<file path="src/rtl/instr_fetch.sv">
// Instruction fetch unit for an 8-bit instruction memory.
//
// Owns the fetch PC, drives the memory read address every cycle, captures the
// combinational read data into a DEPTH-entry prefetch queue and presents the
// head to decode with a valid/ready handshake. A redirect from execute flushes
// the queue and restarts fetch at redirect_addr.
//
// Optional feature: define FETCH_HALT_EN to stop fetching after a HALT_OPCODE
// byte has been enqueued. Only redirect or reset resumes fetch.
//
// Ports:
//   clk            system clock, rising edge
//   rst            asynchronous active-low reset
//   addr           instruction memory read address (fetch PC register)
//   instrcode      instruction memory read data, combinational from addr
//   redirect       flush queue and restart fetch at redirect_addr
//   redirect_addr  new fetch PC when redirect is high
//   ir             instruction at queue head
//   ir_pc          address of the instruction at queue head
//   ir_valid       queue non-empty
//   ir_ready       decode accepts the head this cycle
//   full           queue holds DEPTH entries
//   halted         fetch halted (always 0 without FETCH_HALT_EN)
module instr_fetch #(
    parameter int unsigned DEPTH       = 2,
    parameter logic [7:0]  RESET_PC    = 8'h00,
    parameter logic [7:0]  HALT_OPCODE = 8'hff
) (
    input  logic       clk,
    input  logic       rst,
    output logic [7:0] addr,
    input  logic [7:0] instrcode,
    input  logic       redirect,
    input  logic [7:0] redirect_addr,
    output logic [7:0] ir,
    output logic [7:0] ir_pc,
    output logic       ir_valid,
    input  logic       ir_ready,
    output logic       full,
    output logic       halted
);

    localparam int unsigned PW = $clog2(DEPTH);
    localparam int unsigned CW = $clog2(DEPTH) + 1;

    logic [7:0]    fetch_pc;
    logic [CW-1:0] count;
    logic [PW-1:0] rd_ptr;
    logic [PW-1:0] wr_ptr;
    logic [7:0]    q_instr [DEPTH];
    logic [7:0]    q_pc    [DEPTH];

    logic run;
    logic pop;
    logic push;

    // Outputs come from registered queue state only.
    assign addr     = fetch_pc;
    assign ir_valid = (count != '0);
    assign full     = (count == CW'(DEPTH));
    assign ir       = q_instr[rd_ptr];
    assign ir_pc    = q_pc[rd_ptr];

    assign pop  = ir_valid && ir_ready && !redirect;
    // A pop in the same cycle frees a slot, so a full queue can still accept.
    assign push = run && !redirect && ((count < CW'(DEPTH)) || pop);

`ifdef FETCH_HALT_EN
    localparam logic ST_RUN  = 1'b0;
    localparam logic ST_HALT = 1'b1;

    logic state;

    always_ff @(posedge clk or negedge rst) begin
        if (!rst) begin
            state <= ST_RUN;
        end else if (redirect) begin
            state <= ST_RUN;
        end else if (push && (instrcode == HALT_OPCODE)) begin
            // The halt byte itself is still enqueued this cycle.
            state <= ST_HALT;
        end
    end

    assign run    = (state == ST_RUN);
    assign halted = (state == ST_HALT);
`else
    logic unused_halt_opcode;

    assign unused_halt_opcode = ^HALT_OPCODE;
    assign run                = 1'b1;
    assign halted             = 1'b0;
`endif

    always_ff @(posedge clk or negedge rst) begin
        if (!rst) begin
            fetch_pc <= RESET_PC;
            count    <= '0;
            rd_ptr   <= '0;
            wr_ptr   <= '0;
            for (int i = 0; i < int'(DEPTH); i++) begin
                q_instr[i] <= 8'h00;
                q_pc[i]    <= 8'h00;
            end
        end else if (redirect) begin
            count    <= '0;
            rd_ptr   <= '0;
            wr_ptr   <= '0;
            fetch_pc <= redirect_addr;
        end else begin
            if (push) begin
                q_instr[wr_ptr] <= instrcode;
                q_pc[wr_ptr]    <= fetch_pc;
                wr_ptr          <= wr_ptr + PW'(1);
                fetch_pc        <= fetch_pc + 8'd1;
            end
            if (pop) begin
                rd_ptr <= rd_ptr + PW'(1);
            end
            if (push && !pop) begin
                count <= count + CW'(1);
            end else if (pop && !push) begin
                count <= count - CW'(1);
            end
        end
    end

endmodule

</file>
<file path="config.mk">
export PLATFORM = sky130hd
export DESIGN_NAME = instr_fetch
export DESIGN_NICKNAME = d
export VERILOG_FILES = /design/src/rtl/instr_fetch.sv
export SDC_FILE = /design/constraint.sdc
export NUM_CORES = 1
export LEC_CHECK = 0
export CAP_MARGIN = 40
export CORE_MARGIN = 10
export CORE_UTILIZATION = 54
export DETAILED_ROUTE_END_ITERATION = 8
export PLACE_DENSITY_LB_ADDON = 0.25
export SETUP_SLACK_MARGIN = 0.3
export SYNTH_ARGS = -nofsm -noshare
export SYNTH_HDL_FRONTEND = slang
export SYNTH_SLANG_ARGS = --single-unit
</file>
<file path="constraint.sdc">
create_clock -name clk -period 4.71 [get_ports clk]
set_clock_uncertainty 0.1 [all_clocks]
set_input_delay 0.7065 -clock clk [delete_from_list [all_inputs] [get_ports clk]]
set_output_delay 0.7065 -clock clk [all_outputs]
set_load 0.02 [all_outputs]
</file>
==> results of run 1 <==
[stage by stage]
step,utilization,setup slack (ns)
floorplan,-,2.664
global placement,0.6872,1.636
detailed placement,0.6965,1.841
CTS,0.7213,1.778
global route,0.7213,1.717
finish,0.7213,1.810
[flip-flops by register name, summed over array words and instances, names as in the netlist]
name and cells:
wr_ptr 1, q_instr 16, addr 8, rd_ptr 1
q_pc 16, count 2
[cell usage in the layout, fill, tap and decap left out, drive strengths merged, types with 2 or more instances in the layout]
cell / synthesis / layout
nand2b: 2 / 2
buf: 5 / 3
inv: 2 / 2
o21ai: 6 / 6
nor2: 5 / 5
clkdlybuf4s50: 0 / 44
clkinv: 0 / 2
nand2: 12 / 12
nand3: 4 / 4
dfrtp: 44 / 44
xor2: 3 / 3
a21oi: 3 / 3
nor2b: 2 / 2
xnor2: 4 / 4
nor3: 3 / 3
mux2: 49 / 49
clkbuf: 3 / 6
[path summary, 6_finish.rpt]
| kind | start | endpoint | slack [ns] | depth (start not counted) |
|---|---|---|---|---|
| worst max register to register | count[1]$_DFFE_PN0P_ | q_instr[1]$_DFFE_PN0P_ | 2.86 | 4 |
| min in group clk | q_instr[2]$_DFFE_PN0P_ | q_instr[2]$_DFFE_PN0P_ | 0.41 | 1 |
| worst max-delay path | rd_ptr$_DFFE_PN0P_ | ir_pc[3] | 1.81 | 2 |
| worst min-delay path | rst | q_instr[9]$_DFFE_PN0P_ | 0.22 | 1 |
| max in group asynchronous | rst | q_pc[3]$_DFFE_PN0P_ | 3.82 | 2 |
| worst min register to register | q_instr[2]$_DFFE_PN0P_ | q_instr[2]$_DFFE_PN0P_ | 0.41 | 1 |
[cell families (layout without fill, tap and decap cells)]
group                    after synthesis  after routing  share of synthesized area
multiplexers                          50             50                     0.3001
adder cells (fa/ha/maj)                1              1                   0.005895
XOR/XNOR                               7              7                    0.02889
AO/OA/AOI/OAI                         12             12                    0.03479
other                                  1              1                   0.001767
buffers and inverters                 10             57                    0.02948
AND/OR/NAND/NOR                       31             31                    0.08020
flip-flops                            44             44                     0.5189
[power groups by stage]
stage	Clock, W	Sequential, W	Combinational, W
global placement	0	0.000530	0.000394
finish	0.000237	0.000529	0.000401
detailed placement	0	0.000537	0.000407
CTS	0.000244	0.000530	0.000409
floorplan	0	0.000520	0.000257
global route	0.000259	0.000542	0.000427
[cells in the mapped netlist, drive strengths merged]
cell	number	share of area
a211oi	1	0.0059
a21oi	3	0.0071
a311o	1	0.0047
buf	5	0.021
clkbuf	3	0.0053
conb	1	0.0018
dfrtp	44	0.52
ha	1	0.0059
inv	2	0.0035
mux2	49	0.30
mux2i	1	0.0047
nand2	12	0.022
nand2b	2	0.0071
nand3	4	0.0094
nand4	1	0.0029
nor2	5	0.010
nor2b	2	0.0094
nor3	3	0.012
nor3b	1	0.0035
o21ai	6	0.014
o22ai	1	0.0029
or2	1	0.0029
xnor2	4	0.017
xor2	3	0.012
[layout make-up]
| type | instances | area (µm²) |
|---|---|---|
| clock buffers | 6 | 82.58 |
| clock inverters | 2 | 10.01 |
| fillers | 273 | 1044 |
| inverters | 2 | 7.507 |
| multi-input cells | 102 | 958.4 |
| flip-flops and latches | 44 | 1101 |
| well taps | 48 | 60.06 |
| repair buffers | 47 | 480.5 |
[routing by layer]
metal  global-route usage  wire (µm)  up-vias
met5                    0          0        -
met4              0.03512         33        0
met3              0.03888        255        4
met2               0.2106       2011       31
met1               0.1603       1872      648
li1                     -          -      636
[critical path: cells and delay by family (launching register included)]
kind	cells	cell delay (ns)
flops	1	0.84
buf+inv	1	0.55
mux	1	0.42
==> results.txt, run 1 <==
WS Path Type: flip-flop to output pin
setup TNS: 0 ns
worst-case clock buffer depth: 2
outcome: completed
total core area: 3744 µm²
RSZ-0062 raised after global routing: false
GRT Overall Usage: 0.1284
Power, Total: 0.001167 W
Net Sw Power: 0.0003447 W
startpoint type of the worst setup path: flip-flop
final wirelength: 4.172 mm
worst skew pair latency: 0.28 ns
Die H: 82.69 µm
total number of H-tree levels: 2
final net count: 223
port bufs: 45
TritonCTS buffer count: 5
Leak: 1.184 nW
Starting Density: 0.5668
Final ANT Viol Nets: 0
post-route insts no fill: 251
CP required: 3.90 ns
Via Count: 1319
GP Congestion: 0.8417
Clock Power Share: 0.203
post-synth cell types: 33
Final Hold Viols: 0
vias in the first global route: 1419
mapped cell area: 2122 µm²
Worst Hold Class: input port to asynchronous set/reset pin
TritonCTS Sinks: 44
routed vias/inst: 5.255
critical path cell sequence: mux2_2 -> clkdlybuf4s50_1
cells after synthesis: 156
slew of the pin with the lowest slew margin: 0.7608 ns
crit share post-route: 0.6158
# DRC: 0
CP max stage delay: 0.84 ns
clock root buffer: clkbuf_8
final worst path period need: 2.900 ns
Die ar.: 6837 µm²
Seq pwr share: 0.453
logic gate share of total power: 0.344
CP arrival: 2.09 ns
Internal: 0.0008228 W
CP max-delay cell: dfrtp_1
1st-iter DRT viols: 66
max capacitance violation total: 0
Rows: 22
Syn Nets: 177
Die W: 82.69 µm
Rel. slew slack: 0.4928
First-pass DRT Iterations: 3
DR WL/cell: 16.62 µm
Ports: 47
first-pass GRT wire length: 6.858 mm
worst-path fanout max: 17
Sw Ratio: 0.2952
maximum operating frequency: 344.8 MHz
Reg clk slew, reported paths: 0.08 ns
synthesis-to-finish area growth: 27.24%
Peak VDD IR: 0.1804 mV
Synth warnings: 0
initial antenna violation count: 0
post-synthesis sequential area ratio: 0.5189
CTS Hold Buffers Added: 0
share of cells above drive strength 1: 0.3300
Power Density: 432.4 nW/µm²
largest net degree at the start of global routing: 31
Placed Area: 2608 µm²
Post-CTS Setup Inserts: 0
Final setup viols: 0
#FFs+latches synth: 44
final instance area: 2700 µm²
CP Capture Type: output pin
antenna cells: 0
grt total ovfl: 0
Worst Hold Margin: 0.2182 ns
placed cells: 243
DP HPWL: 3.112 mm
CTS tree: yes
Slew Viols, Final: 0
syn avg cell area: 13.60 µm²
# resized after CTS: 0
Note: power is estimated with default switching activity, not from simulation.
==> run 2: changes to the inputs <==
--- a/config.mk
+++ b/config.mk
@@ -7,7 +7,7 @@
 export LEC_CHECK = 0
 export CAP_MARGIN = 40
 export CORE_MARGIN = 10
-export CORE_UTILIZATION = 54
+export CORE_UTILIZATION = 50
 export DETAILED_ROUTE_END_ITERATION = 8
 export PLACE_DENSITY_LB_ADDON = 0.25
 export SETUP_SLACK_MARGIN = 0.3
==> constraint.sdc (replaced) <==
create_clock -name clk -period 2.7 [get_ports clk]
set_clock_uncertainty 0.1 [all_clocks]
set_input_delay 0.405 -clock clk [delete_from_list [all_inputs] [get_ports clk]]
set_output_delay 0.405 -clock clk [all_outputs]
set_load 0.02 [all_outputs]
==> run 2 against run 1 <==
Global-route usage hardly changed. Critical path depth up 1. Utilization shrank 4.4 points. Sequential share of layout area shrank 0.66 points. Non-clock buffer count increased by 6. Total power grew 80%. Die area is 6.0% higher. Via count increased by 3.1%. First-iteration DRC count grew 18%. Clock power increased by 110%.
==> results.txt, run 2 (synthesized netlist as in run 1, its figures left out) <==
# DRC: 0
worst-case clock buffer depth: 2
Worst Hold Class: flip-flop to flip-flop
CP delay by family, top: buffers and inverters
R2R depth: 4
DR WL/cell: 17.61 µm
Die W: 85.15 µm
Final setup viols: 0
CP max stage delay: 0.54 ns
worst skew pair latency: 0.28 ns
final net count: 229
routed vias/inst: 5.251
CP arrival: 1.78 ns
first-pass GRT wire length: 7.672 mm
TritonCTS Sinks: 44
Leak: 1.230 nW
outcome: completed
vias in the first global route: 1522
critical path cell sequence: buf_4 -> mux2_2 -> clkdlybuf4s50_1
DP HPWL: 3.332 mm
WS Path Type: flip-flop to output pin
Starting Density: 0.5230
Die H: 85.15 µm
CTS tree: yes
worst-path fanout max: 11
maximum operating frequency: 437.8 MHz
WHS Endpoint: q_instr[7]$_DFFE_PN0P_
most common cell after layout, fill and taps aside: dfrtp_1
largest net degree at the start of global routing: 29
Ports: 47
crit share post-route: 0.8460
antenna cells: 0
max capacitance violation total: 0
GP Congestion: 0.8508
Rows: 23
TritonCTS buffer count: 5
Via Count: 1360
grt total ovfl: 0
hold path cells: 1
final worst path period need: 2.284 ns
Power Density: 764.9 nW/µm²
worst r2r src: count[1]$_DFFE_PN0P_
post-route insts no fill: 259
synthesis-to-finish area growth: 29.48%
placed cells: 247
CP Capture Type: output pin
# fillers: 302
1st-iter DRT viols: 78
most frequent cells in the layout: dfrtp_1 (43), clkdlybuf4s50_1 (35), mux2_2 (29)
r2r setup slk: 0.91 ns
Reg clk slew, reported paths: 0.08 ns
Final Hold Viols: 0
share of cells above drive strength 1: 0.3445
final wirelength: 4.562 mm
clock root buffer: clkbuf_8
CP required: 2.19 ns
initial antenna violation count: 0
Power, Total: 0.002102 W
Slew Viols, Final: 0
DP Worst Slack: 0.4599 ns
final worst slack: 0.4158 ns
reg-to-reg critical path endpoint: q_instr[4]$_DFFE_PN0P_
total core area: 4058 µm²
setup TNS: 0 ns
Buf/Inv on CP: 2
total number of H-tree levels: 2
GRT Overall Usage: 0.1285
CP max-delay cell: clkdlybuf4s50_1
startpoint type of the worst setup path: flip-flop
RSZ-0062 raised after global routing: false
Worst Hold Margin: 0.4092 ns
First-pass DRT Iterations: 4
port bufs: 45
Die ar.: 7250 µm²
Final ANT Viol Nets: 0
Hold Startpoint: q_instr[7]$_DFFE_PN0P_
Peak VDD IR: 0.3168 mV
## run 2: cell count changes in the layout (fill, tap and decap cells not counted)
cell | previous run | this run
clkdlybuf4s50_1 | 44 | 35
dlygate4sd2_1 | 0 | 9
buf_4 | 0 | 6
buf_8 | 1 | 0
bufinv_16 | 0 | 1
clkbuf_1 | 0 | 1
clkbuf_8 | 6 | 5
clkinv_2 | 2 | 1
dfrtp_1 | 44 | 43
dfrtp_2 | 0 | 1
dlygate4sd3_1 | 0 | 1
## run 2: layout make-up
| cell class | instances | area (µm²) | area share |
|---|---|---|---|
| clock buffer | 6 | 72.57 | 0.02641 |
| clock inverter | 2 | 35.03 | 0.01275 |
| inverter | 2 | 7.507 | 0.002732 |
| multi-input combinational | 102 | 958.4 | 0.3488 |
| sequential | 44 | 1102 | 0.4012 |
| tap | 50 | 62.56 | 0.02277 |
| timing repair buffer | 53 | 509.2 | 0.1853 |
## run 2: how the worst max path moves through the flow
stage,start,to,cells past startpoint
after floorplan,rd_ptr$_DFFE_PN0P_,ir[0],3
after global placement,ir_ready,q_instr[5]$_DFFE_PN0P_,5
after detailed placement,ir_ready,q_instr[4]$_DFFE_PN0P_,5
after CTS,rd_ptr$_DFFE_PN0P_,ir[4],3
after global routing,rd_ptr$_DFFE_PN0P_,ir[4],3
final,rd_ptr$_DFFE_PN0P_,ir[2],3
## run 2: repair_timing
action | in CTS | in global routing
hold buffers | 1 | 0
endpoints found under the hold margin | 16 | 0
gates resized for setup | 10 | 0
setup buffers | 0 | 3
setup endpoints to repair | 11 | 2
## run 2: metrics by stage
| step | area (µm²) | util |
|---|---|---|
| 4_1_cts | 2725 | 0.6716 |
| 3_3_place_gp | 2597 | 0.6401 |
| 5_1_grt | 2748 | 0.6772 |
| 2_1_floorplan | 2122 | - |
| 3_5_place_dp | 2618 | 0.6451 |
| 6_report | 2748 | 0.6772 |
## run 2: routing by layer
metal  GRT usage  part of all wire  up-vias
li1            -                 -      642
met1      0.1509              0.44      679
met2      0.2146              0.50       34
met3     0.04111             0.053        5
met4     0.04491            0.0096        0
met5           0                 0        -
## run 2: power breakdown
group          internal [W]  leakage (nW)  switching (W)
Combinational      0.000401         0.649       0.000293
Clock              0.000275        0.0552       0.000212
Sequential         0.000810         0.527       0.000112
Total               0.00148          1.23       0.000617
==> patch 1: new RTL, config.mk and constraints of run 2 <==
The option `FETCH_HALT_EN` is turned on by a define.
--- a/src/rtl/instr_fetch.sv
+++ b/src/rtl/instr_fetch.sv
@@ -23,2 +23,4 @@
 //   halted         fetch halted (always 0 without FETCH_HALT_EN)
+`define FETCH_HALT_EN
+
 module instr_fetch #(
Behaviour: not the same (Yosys sat finds a counterexample within 4 cycles, from zero or initial values and one cycle with rst low).
==> patch 1 against run 2 <==
Power increased by 12%; synthesized area increased by 5.0%; largest power group unchanged; cell area increased by 7.1%; clock power increased by 26%; sequential cell count increased by 1; register-to-register slack got worse by 50 ps; critical path type unchanged; worst setup slack got worse by 47 ps; wire length increased by 18%.
==> patch 1: results (changes against run 2) <==
[clock_network]
numCtsBuffers = 5  ; unchanged
htreeDepth = 2  ; unchanged
clockBufferDepth = 2  ; unchanged
cts_root_buf = clkbuf_8
clkLatencyLatePin_ps = 300  ; +20 ps
cts.clk_slew.worst_paths_ps = 80  ; about the same

[detailed_routing]
viasPerCell = 5.76  ; +9.6%
first_pass_iters = 4  ; unchanged
wl_per_cell_um = 19.3  ; +9.4%
drtAntennaViolNets = 0  ; unchanged
first_iter_violations = 110  ; +41%
vias = 1612  ; +19%

[layout]
n_antenna_cell = 0  ; unchanged
drive_gt1_share_pct = 30.3  ; -4.2 points
fillers = 347  ; +15%
nets = 248  ; +8.3%

[place]
gp_congestion = 0.758  ; -11%
place_inst = 268  ; +8.5%
place.detailed.hpwl_mm = 3.86  ; +16%
port_buffers = 46  ; +2.2%

[power]
peakVddDrop_mv = 0.575  ; +81%
leakagePower_uw = 0.00129  ; +5.0%

[critical_path]
cp.arrival_ps = 1830  ; +50 ps
crit_start = rd_ptr$_DFFE_PN0P_
timing.rr.start = halted$_DFFE_PN0P_
regToRegEndpoint = q_instr[5]$_DFFE_PN0P_
reg2reg_slack_ps = 860  ; -50 ps
r2r_cells = 4  ; unchanged
cp_max_fo = 11  ; unchanged

[yosys]
synth_cell_types = 35  ; +6.1%
synthTopCellsByArea = dfrtp_1, mux2_2, mux2_4
ys_top_cells_by_count = dfrtp_1, mux2_2, mux2_4
synth_flop_cell = dfrtp_1
synth_seq_area_share_pct = 50.5  ; -1.4 points
syn-num-nets = 196  ; +11%
avgSynthCellArea_sq_um = 12.7  ; -6.4%
yosys_warnings = 0  ; unchanged

[status]
status = complete, no violations

[grt]
grt_max_degree = 40  ; +38%
antenna_found_initial = 0  ; unchanged
grt_pass1_vias = 1795  ; +18%
grt_pass1_wl_mm = 9.18  ; +20%
grt_usage_pct = 15.1  ; +2.3 points

[sta]
holdWs_ps = 391  ; -18.5 ps
worst_slew_pin_slew_ps = 524

[min_path]
worst_hold_path_type = in2async

patch 1: layer usage:
metal  global-route usage (%)  routed length, um  vias to the layer above
met3                     5.35                252                        4
met2                     24.8               2820                       33
met1                     18.4               2290                      830
met5                        0                  0                        -
li1                         -                  -                      745
met4                     3.83                 37                        0
patch 1: repair_timing:
item                                    CTS  global route
hold buffers                              1             0
hold endpoints to repair                  6             0
endpoints found under the setup margin   11            11
setup buffers                             0             3
gates resized for setup                   1            10
patch 1: worst max-delay path, cell delays in order, from the launching register on:
cell and delay (ps):
dfrtp_2 490, buf_12 170, mux2_2 330, clkdlybuf4s50_1 540
patch 1: final cells by class:
type | count | share of cell area (%)
clock inverter | 3 | 2.34
inverter | 3 | 0.382
clock buffer | 5 | 2.34
multi-input combinational | 117 | 34.9
sequential | 45 | 38.3
timing repair buffer | 55 | 19.5
tap | 52 | 2.21
patch 1: kinds of logic after synthesis:
group | share of synthesized area, %
adder cells (fa/ha/maj) | 0.561
flip-flops | 50.5
multiplexers | 25.9
buffers and inverters | 3.37
AO/OA/AOI/OAI | 6.96
AND/OR/NAND/NOR | 12.2
XOR/XNOR | 0.393
patch 1: worst max-delay path by stage:
stage | end | slack, ps | cells after the start
after floorplan | ir[3] | 940 | 3
after global placement | q_pc[9]$_DFFE_PN0P_ | 450 | 4
after detailed placement | q_pc[12]$_DFFE_PN0P_ | 380 | 4
after CTS | ir[4] | 320 | 3
after global routing | ir[1] | 300 | 3
final | ir[1] | 370 | 3
patch 1: metrics by stage:
stage | worst slack (ps) | instance area, sq um | power (uW)
after floorplan | 936 | 2230 | 1410
after global placement | 450 | 2730 | 1710
after detailed placement | 376 | 2750 | 1750
after CTS | 317 | 2900 | 2370
after global routing | 302 | 2940 | 2490
final | 369 | 2940 | 2350
patch 1: power breakdown:
part	switching (uW)	total, uW	internal [uW]	leakage (uW)
Clock	241	613	373	0.0000687
Sequential	126	963	836	0.000528
Combinational	329	772	443	0.000694
Total	696	2350	1650	0.00129
==> patch 2: new RTL, flow settings as in run 2 <==
Made on the original files. Change the parameter `DEPTH` from 2 to 4.
--- a/src/rtl/instr_fetch.sv
+++ b/src/rtl/instr_fetch.sv
@@ -24,3 +24,3 @@
 module instr_fetch #(
-    parameter int unsigned DEPTH       = 2,
+    parameter int unsigned DEPTH       = 4,
     parameter logic [7:0]  RESET_PC    = 8'h00,
Function: changed (Yosys sat finds a counterexample within 4 cycles, from zero or initial values and one cycle with rst low).
==> patch 2 against run 2 <==
Cell area grew 66%; sequential share of layout area grew 3.3 points; synthesized area up 82%; sequential cell count rose by 35; via count rose by 58%; worst hold slack worse by 3.2 ps; worst setup slack got worse by 22 ps; power grew 130%; critical path depth did not move; die area is 61% higher; wire length grew 64%; highest routed layer unchanged.
==> patch 2: results (changes against run 2) <==
[detailed_routing]
dr_wl_met2_mm = 3.59  ; +58%
wl_per_cell_um = 18.4  ; +4.4%
highest_layer = met4
first_iter_violations = 57  ; -27%
met3_wirelength_um = 412  ; +70%
first_pass_iters = 4  ; unchanged
vias = 2153  ; +58%
viasPerCell = 5.29  ; +0.74%
met1Wirelength_mm = 3.42  ; +70%

[critical_path]
timing.rr.start = count[2]$_DFFE_PN0P_
reg2reg_slack_ps = 900
cp.arrival_ps = 1800  ; +20 ps
regToRegEndpoint = q_pc[8]$_DFFE_PN0P_
cp_max_fo = 12  ; +1
critPathTopFamily = buffers and inverters
cp_slowest_cell = mux4_2

[yosys]
synthCells = 251  ; +61%
synth_seq_area_share_pct = 51.1  ; -0.82 points
synthArstFlopShare_pct = 100  ; unchanged
ys_top_cells_by_count = dfrtp_1, mux2_4, mux2_2
synthTopCellsByArea = dfrtp_1, mux2_4, mux4_2
syn-num-nets = 277  ; +56%
synth_flop_cell = dfrtp_1

[power]
leakagePower_uw = 0.00210  ; +71%
peakVddDrop_mv = 0.466  ; +47%

[min_path]
worst_hold_path_type = reg2reg
holdPathEnd = q_instr[31]$_DFFE_PN0P_
min-delay-start = q_instr[31]$_DFFE_PN0P_

[grt]
grt_usage_pct = 14.1  ; +1.3 points
met2_usage_pct = 22.4  ; +0.96 points
grt_pass1_vias = 2458  ; +61%
use_met1_pct = 17.9  ; +2.8 points
grt_pass1_wl_mm = 12.9  ; +68%
grt_max_degree = 42  ; +45%
met3_usage_pct = 5.29  ; +1.2 points

[status]
status = complete, no violations

[layout]
drive_gt1_share_pct = 36.7  ; +2.3 points
nets = 326  ; +42%
n_antenna_cell = 0  ; unchanged

[place]
gp_congestion = 0.729  ; -14%
dpl_cell_area_sq_mm = 0.00438  ; +67%
place_inst = 390  ; +58%
place.detailed.hpwl_mm = 5.01  ; +50%
pre_cts_ws_ps = 451  ; -9.27 ps

[clock_network]
clkLatencyLatePin_ps = 350  ; +70 ps
cts.clk_slew.worst_paths_ps = 80  ; about the same
numCtsBuffers = 9  ; +4
htreeDepth = 3  ; +1

[sta]
holdWs_ps = 406  ; -3.18 ps

==> patch 2: cells by family (layout without fill, tap and decap cells) <==
group,count (synthesis),count (layout),synth area share (%)
multiplexers,81,81,32.1
AND/OR/NAND/NOR,38,38,5.79
flip-flops,79,79,51.1
buffers and inverters,19,73,3.85
AO/OA/AOI/OAI,17,17,2.75
adder cells (fa/ha/maj),6,6,2.13
XOR/XNOR,10,10,2.26
other,1,1,0.0969
==> patch 2: what timing repair did <==
item,CTS,global route
setup buffers,0,0
pin swaps,0,0
setup endpoints to repair,16,1
endpoints found under the hold margin,38,0
gates resized for setup,17,1
gates cloned,0,0
hold buffers,1,0
==> patch 2: report_power, final <==
part	leakage, uW	switching [uW]	internal [uW]
registers	0.000966	336	1700
clock network	0.0000918	438	354
logic	0.00104	831	1220
==> patch 2: cell type report <==
class                   instances  area, sq um
multi-input cells             153         1750
clock inverters                 6         36.3
inverters                       4         15.0
repair buffers                 53          510
flip-flops and latches         79         1980
well taps                     102          128
clock buffers                  10          138
fillers                       611         3100
==> patch 2: worst max path at each step <==
stage                           from        to  slack [ps]
6_report       rd_ptr[0]$_DFFE_PN0P_  ir_pc[4]         390
5_1_grt        rd_ptr[0]$_DFFE_PN0P_  ir_pc[4]         310
4_1_cts        rd_ptr[0]$_DFFE_PN0P_  ir_pc[4]         340
3_5_place_dp   rd_ptr[0]$_DFFE_PN0P_  ir_pc[4]         450
3_3_place_gp   rd_ptr[0]$_DFFE_PN0P_  ir_pc[6]         460
2_1_floorplan  rd_ptr[0]$_DFFE_PN0P_     ir[6]         820
==> patch 2: worst reg2reg max path, cell delays in order, from the launching register on <==
cell,delay (ps)
dfrtp_1,520
nor2b_4,330
nor2_8,80
nand2_4,270
mux2_2,390
